==> src/rtl/bcd_to_bin_if.sv <==
// Handshake and data bundle between a BCD source and the bcd_to_bin converter.
// The source drives the start strobe and the three digits, and the converter returns status and the binary result.
interface bcd_to_bin_if #(
   parameter int N = 8
);
   logic         start;
   logic [3:0]   hundreds;
   logic [3:0]   tens;
   logic [3:0]   ones;
   logic         busy;
   logic         done;
   logic [N-1:0] value;
   logic         err_digit;
   logic         err_ovf;

   modport master (
      output start, hundreds, tens, ones,
      input  busy, done, value, err_digit, err_ovf
   );

   modport slave (
      input  start, hundreds, tens, ones,
      output busy, done, value, err_digit, err_ovf
   );
endinterface

==> src/rtl/bcd_to_bin.sv <==
// Sequential three-digit BCD to N-bit binary converter: checks the digits, then folds one digit per clock
// as acc*10+digit. Non-decimal digits and results above 2^N-1 are flagged, and an out-of-range result saturates.
module bcd_to_bin #(
   parameter int N = 8
) (
   input  logic        clk_50mhz,
   input  logic        rst_n,
   bcd_to_bin_if.slave bus
);
   localparam logic [1:0]  S_IDLE  = 2'd0;
   localparam logic [1:0]  S_CHECK = 2'd1;
   localparam logic [1:0]  S_ACC   = 2'd2;
   localparam logic [16:0] MAX_VAL = (17'd1 << N) - 17'd1;

   function automatic logic is_bcd(input logic [3:0] d);
      return (d <= 4'd9);
   endfunction

   logic [1:0]   state_q, state_d;
   logic [3:0]   hun_q, hun_d;
   logic [3:0]   ten_q, ten_d;
   logic [3:0]   one_q, one_d;
   logic [9:0]   acc_q, acc_d;
   logic [1:0]   idx_q, idx_d;
   logic [N-1:0] value_q, value_d;
   logic         done_q, done_d;
   logic         edig_q, edig_d;
   logic         eovf_q, eovf_d;

   logic [3:0]   digit_s;
   logic [9:0]   acc_next_s;
   logic [15:0]  acc_ext_s;
   logic         ovf_s;
   logic         digit_bad_s;

   // Datapath: pick the current digit and form the next accumulator value and its range check
   always_comb begin
      case (idx_q)
         2'd0:    digit_s = hun_q;
         2'd1:    digit_s = ten_q;
         2'd2:    digit_s = one_q;
         default: digit_s = 4'd0;
      endcase
      acc_next_s  = (acc_q * 10'd10) + {6'd0, digit_s};
      acc_ext_s   = {6'd0, acc_next_s};
      ovf_s       = ({7'd0, acc_next_s} > MAX_VAL);
      digit_bad_s = !(is_bcd(hun_q) && is_bcd(ten_q) && is_bcd(one_q));
   end

   // Control: IDLE -> CHECK -> ACC x3 -> IDLE, with result and flag updates
   always_comb begin
      state_d = state_q;
      hun_d   = hun_q;
      ten_d   = ten_q;
      one_d   = one_q;
      acc_d   = acc_q;
      idx_d   = idx_q;
      value_d = value_q;
      done_d  = 1'b0;
      edig_d  = edig_q;
      eovf_d  = eovf_q;
      case (state_q)
         S_IDLE: begin
            if (bus.start) begin
               hun_d   = bus.hundreds;
               ten_d   = bus.tens;
               one_d   = bus.ones;
               edig_d  = 1'b0;
               eovf_d  = 1'b0;
               state_d = S_CHECK;
            end else begin
               state_d = S_IDLE;
            end
         end
         S_CHECK: begin
            if (digit_bad_s) begin
               edig_d  = 1'b1;
               value_d = {N{1'b0}};
               done_d  = 1'b1;
               state_d = S_IDLE;
            end else begin
               acc_d   = 10'd0;
               idx_d   = 2'd0;
               state_d = S_ACC;
            end
         end
         S_ACC: begin
            acc_d = acc_next_s;
            if (idx_q == 2'd2) begin
               if (ovf_s) begin
                  value_d = {N{1'b1}};
                  eovf_d  = 1'b1;
               end else begin
                  value_d = acc_ext_s[N-1:0];
               end
               done_d  = 1'b1;
               idx_d   = 2'd0;
               state_d = S_IDLE;
            end else begin
               idx_d = idx_q + 2'd1;
            end
         end
         default: begin
            state_d = S_IDLE;
            idx_d   = 2'd0;
         end
      endcase
   end

   // State and output registers
   always_ff @(posedge clk_50mhz or negedge rst_n) begin
      if (!rst_n) begin
         state_q <= S_IDLE;
         hun_q   <= 4'd0;
         ten_q   <= 4'd0;
         one_q   <= 4'd0;
         acc_q   <= 10'd0;
         idx_q   <= 2'd0;
         value_q <= {N{1'b0}};
         done_q  <= 1'b0;
         edig_q  <= 1'b0;
         eovf_q  <= 1'b0;
      end else begin
         state_q <= state_d;
         hun_q   <= hun_d;
         ten_q   <= ten_d;
         one_q   <= one_d;
         acc_q   <= acc_d;
         idx_q   <= idx_d;
         value_q <= value_d;
         done_q  <= done_d;
         edig_q  <= edig_d;
         eovf_q  <= eovf_d;
      end
   end

   assign bus.busy      = (state_q != S_IDLE);
   assign bus.done      = done_q;
   assign bus.value     = value_q;
   assign bus.err_digit = edig_q;
   assign bus.err_ovf   = eovf_q;
endmodule
==> src/flat_wrapper.sv <==
// flat-port wrapper written by rule: the top's interface ports become plain ports
module bcd_to_bin_flat 
#(
   parameter int N = 8
)
  (clk_50mhz, rst_n, bus_start, bus_hundreds, bus_tens, bus_ones, bus_busy, bus_done, bus_value, bus_err_digit, bus_err_ovf);
  bcd_to_bin_if #(.N(N)) bus_i ();
  input  logic clk_50mhz;
  input  logic rst_n;
  input wire logic [$bits(bus_i.start)-1:0] bus_start;
  input wire logic [$bits(bus_i.hundreds)-1:0] bus_hundreds;
  input wire logic [$bits(bus_i.tens)-1:0] bus_tens;
  input wire logic [$bits(bus_i.ones)-1:0] bus_ones;
  output wire logic [$bits(bus_i.busy)-1:0] bus_busy;
  output wire logic [$bits(bus_i.done)-1:0] bus_done;
  output wire logic [$bits(bus_i.value)-1:0] bus_value;
  output wire logic [$bits(bus_i.err_digit)-1:0] bus_err_digit;
  output wire logic [$bits(bus_i.err_ovf)-1:0] bus_err_ovf;
  assign bus_i.start = bus_start;
  assign bus_i.hundreds = bus_hundreds;
  assign bus_i.tens = bus_tens;
  assign bus_i.ones = bus_ones;
  assign bus_busy = bus_i.busy;
  assign bus_done = bus_i.done;
  assign bus_value = bus_i.value;
  assign bus_err_digit = bus_i.err_digit;
  assign bus_err_ovf = bus_i.err_ovf;
  bcd_to_bin #(.N(N)) u_core (.clk_50mhz(clk_50mhz), .rst_n(rst_n), .bus(bus_i));
endmodule
==> config.mk <==
export PLATFORM = sky130hd
export DESIGN_NAME = bcd_to_bin_flat
export DESIGN_NICKNAME = d
export VERILOG_FILES = /design/src/rtl/bcd_to_bin_if.sv /design/src/rtl/bcd_to_bin.sv /design/src/flat_wrapper.sv
export SDC_FILE = /design/constraint.sdc
export NUM_CORES = 1
export LEC_CHECK = 0
export CAP_MARGIN = 10
export CORE_UTILIZATION = 55
export DETAILED_ROUTE_END_ITERATION = 6
export HOLD_SLACK_MARGIN = 0.08
export PLACE_DENSITY = 0.79
export SLEW_MARGIN = 10
export SYNTH_ARGS = -nofsm -noshare
export SYNTH_HDL_FRONTEND = slang
export SYNTH_SLANG_ARGS = --single-unit
export TNS_END_PERCENT = 1
==> constraint.sdc <==
create_clock -name clk_50mhz -period 3 [get_ports clk_50mhz]
set_input_delay 0.6 -clock clk_50mhz [delete_from_list [all_inputs] [get_ports clk_50mhz]]
set_output_delay 0.6 -clock clk_50mhz [all_outputs]
set_load 0.02 [all_outputs]
==> impl_metrics.yaml <==
critical_path:
  crit_chain: "ha_1 -> ha_1 -> inv_1 -> fa_1 -> xnor2_1 -> nand3_1 -> nor4_4 -> nand3_1 -> o211ai_2 -> a41oi_1"
  cp.required_ns: 3.14
  path_depth: 10
  cp-end-kind: "register"
  cp.arrival_ns: 2.88
  critPathBufInv: 1
  crit_path_max_fanout: 8
  crit_family: "adder cells"
  rr_worst_depth: 10
  crit_path_top_delay_cell: "dfrtp_1"
  crit_path_max_incr_delay_ns: 0.42
  crit_type: "register to register"
  start_kind: "register"
status:
  status: "complete, no violations"
synthesis:
  synth_edf_count: 0
  synth-seq-cells: 36
  seq_area_frac_synth_pct: 41.3
  syn_area_per_cell_um2: 10.5
  yosys.area.top_type: "dfrtp_1"
  synth_top_area_share_pct: 41.3
  synth_area_leaders: "dfrtp_1, ha_1, mux2_2, o21ai_0, a21oi_1"
  synth_area_um2: 2180
  ys_warn_count: 0
  synth_ff_type: "dfrtp_1"
  post_synth_num_cell_types: 44
  synth_nets: 242
  netlist_instances: 208
  synthArstFlopShare_pct: 100
pwr:
  peakVddDrop_uv: 541
  combPwrFrac_pct: 55.6
  fin_total_pwr_mw: 2.51
  p_sw_share_pct: 43.3
  p_clk_share_pct: 14.2
  p_switching_mw: 1.09
  internal-power_mw: 1.43
  power_density_nw_per_um2: 967
  p_seq_share_pct: 30.2
  p_leak_nw: 1.12
sta:
  skew_ns: 0.00576
  max-slew-margin-rel_pct: 45.2
  worstMarginPinSlew_ns: 0.823
  finalMaxSlewViolations: 0
  period_share_pct: 91.3
  final.setup.tns_ns: 0
  rsz0062_at_grt: "no"
  timing.fmax_ghz: 0.365
  fin_ws_ns: 0.260
  fin_crit_ns: 2.74
  hold_violations: 0
  finalSetupViolations: 0
final_layout:
  finalNonFillerCells: 289
  final_nets: 274
  drive_above_1_share_pct: 14.9
  fillers: 299
  diodes: 0
  design_area_um2: 2600
  area_growth_pct: 19.3
placed_design:
  portBuffers: 26
  hpwl_um: 3360
  place_area_um2: 2510
  gp_congestion: 0.880
  place_inst: 281
  post-place-ws_ns: 0.265
flow_run:
  drv_cap: 0
floorplan:
  die_area_um2: 4220
  floorplan.core_area_um2: 3740
  row_count: 22
  pin_count: 27
  die_h_um: 65.0
  start_util_pct: 58.2
  die_w_um: 65.0
global_routing:
  grt_max_degree: 37
  antenna_found_initial: 0
  grt_pass1_vias: 1637
  grtUsageTotal_pct: 23.8
  grt_pass1_wl_um: 7450
  gr-total-overflow: 0
route:
  vias: 1620
  remaining_drc_errors: 0
  avgViaCountPerCell: 5.61
  first_pass_iters: 4
  dr_wl_met3_um: 122
  wl_met1_um: 1940
  drt_iter0_markers: 107
  routedWlPerCell_um: 15.4
  wl_met2_um: 2300
  wl_um: 4450
  ant_nets: 0
  top_layer: "met4"
clocking:
  cts_tree: "built"
  cts-root-buf: "clkbuf_8"
  post_cts.repair.setup_buffers: 0
  clkTransAtPathRegs_ns: 0.07
  worstSkewPairLatency_ns: 0.29
  cts_htree_levels: 2
  clockBufferDepth: 2
  cts.sinks: 36
  cts_buffers: 5
min_path:
  min_path_type: "register to register"
  holdPathStages: 2
-- tightest hold or removal path, cell delays in order (launching register included) --
cell	delay, ns
dfrtp_1	0.35
nand2_1	0.05
o21ai_0	0.06
-- layout make-up --
cell class / instances / area (um2) / share of cell area (%)
clock buffers: 8 / 90.1 / 3.46
well taps: 48 / 60.1 / 2.31
flip-flops and latches: 36 / 901 / 34.6
repair buffers: 30 / 290 / 11.2
inverters: 14 / 52.6 / 2.02
multi-input cells: 153 / 1210 / 46.4
-- flip-flops by register name (all words and copies together) (netlist names) --
name,count
u_core.ten_q,4
u_core.bus.err_digit,1
u_core.bus.value,8
u_core.hun_q,4
u_core.idx_q,2
u_core.bus.err_ovf,1
u_core.one_q,4
u_core.acc_q,9
u_core.state_q,2
u_core.bus.done,1
-- cell families after synthesis --
| kind of cell | count (synthesis) | synth area share, % |
|---|---|---|
| AO/OA/AOI/OAI | 60 | 18.1 |
| XOR/XNOR | 12 | 5.51 |
| adder cells (fa/ha/maj) | 19 | 11.6 |
| buffers and inverters | 19 | 3.44 |
| flip-flops | 36 | 41.3 |
| multiplexers | 18 | 9.07 |
| AND/OR/NAND/NOR | 44 | 10.9 |
-- worst paths after layout --
kind / start / slack [ns] / end
worst max-delay path: u_core.acc_q[1] / 0.26 / u_core.bus.value[2]
worst min-delay path: u_core.bus.value[7] / 0.50 / u_core.bus.value[7]
worst max register to register: u_core.acc_q[1] / 0.26 / u_core.bus.value[2]
worst min register to register: u_core.bus.value[7] / 0.50 / u_core.bus.value[7]
max in group asynchronous: rst_n / 1.94 / u_core.idx_q[0]
min in group asynchronous: rst_n / 0.72 / u_core.ten_q[0]
-- timing repair --
item | CTS | global route
hold buffers | 0 | 0
endpoints found under the setup margin | 0 | 4
gates resized for setup | 0 | 1
hold endpoints to repair | 0 | 0
-- metrics by stage --
stage	utilization, %	hold slack (ns)
final	69.5	0.497
after global routing	69.5	0.525
after CTS	69.4	0.494
after detailed placement	67.0	0.479
after global placement	67.0	0.479
after floorplan	-	0.304
-- per-layer routing --
metal  GRT usage [%]  vias up
met5               0        -
met4            8.33        0
met3            5.46        9
met2            41.7       29
met1            28.4      774
li1                -      808
-- Yosys cell counts, drive strengths merged, types with 2 or more instances --
cell type / instances
a22o: 4
buf: 4
nor3b: 3
nand2: 20
xnor2: 8
xor2: 4
nor2: 7
fa: 2
nand3: 4
a31oi: 4
inv: 14
ha: 17
dfrtp: 36
mux2: 14
mux2i: 4
o21ai: 21
nor2b: 2
a41oi: 3
a21oi: 18
-- power groups by stage --
stage | sequential [mW] | combinational, mW | clock [mW]
4_1_cts | 0.759 | 1.40 | 0.363
5_1_grt | 0.779 | 1.55 | 0.382
2_1_floorplan | 0.734 | 1.02 | 0
6_report | 0.758 | 1.40 | 0.358
3_5_place_dp | 0.768 | 1.39 | 0
3_3_place_gp | 0.761 | 1.35 | 0
-- layout by cell type, fill, tap and decap left out, types with 6 or more instances in the layout --
cell,n
clkdlybuf4s50_1,26
xnor2_1,7
a21oi_1,18
dfrtp_1,36
nand2_1,19
inv_1,14
nor2_1,7
mux2_2,14
clkbuf_8,6
o21ai_0,20
ha_1,17
Note: power is estimated with default switching activity, not from simulation.
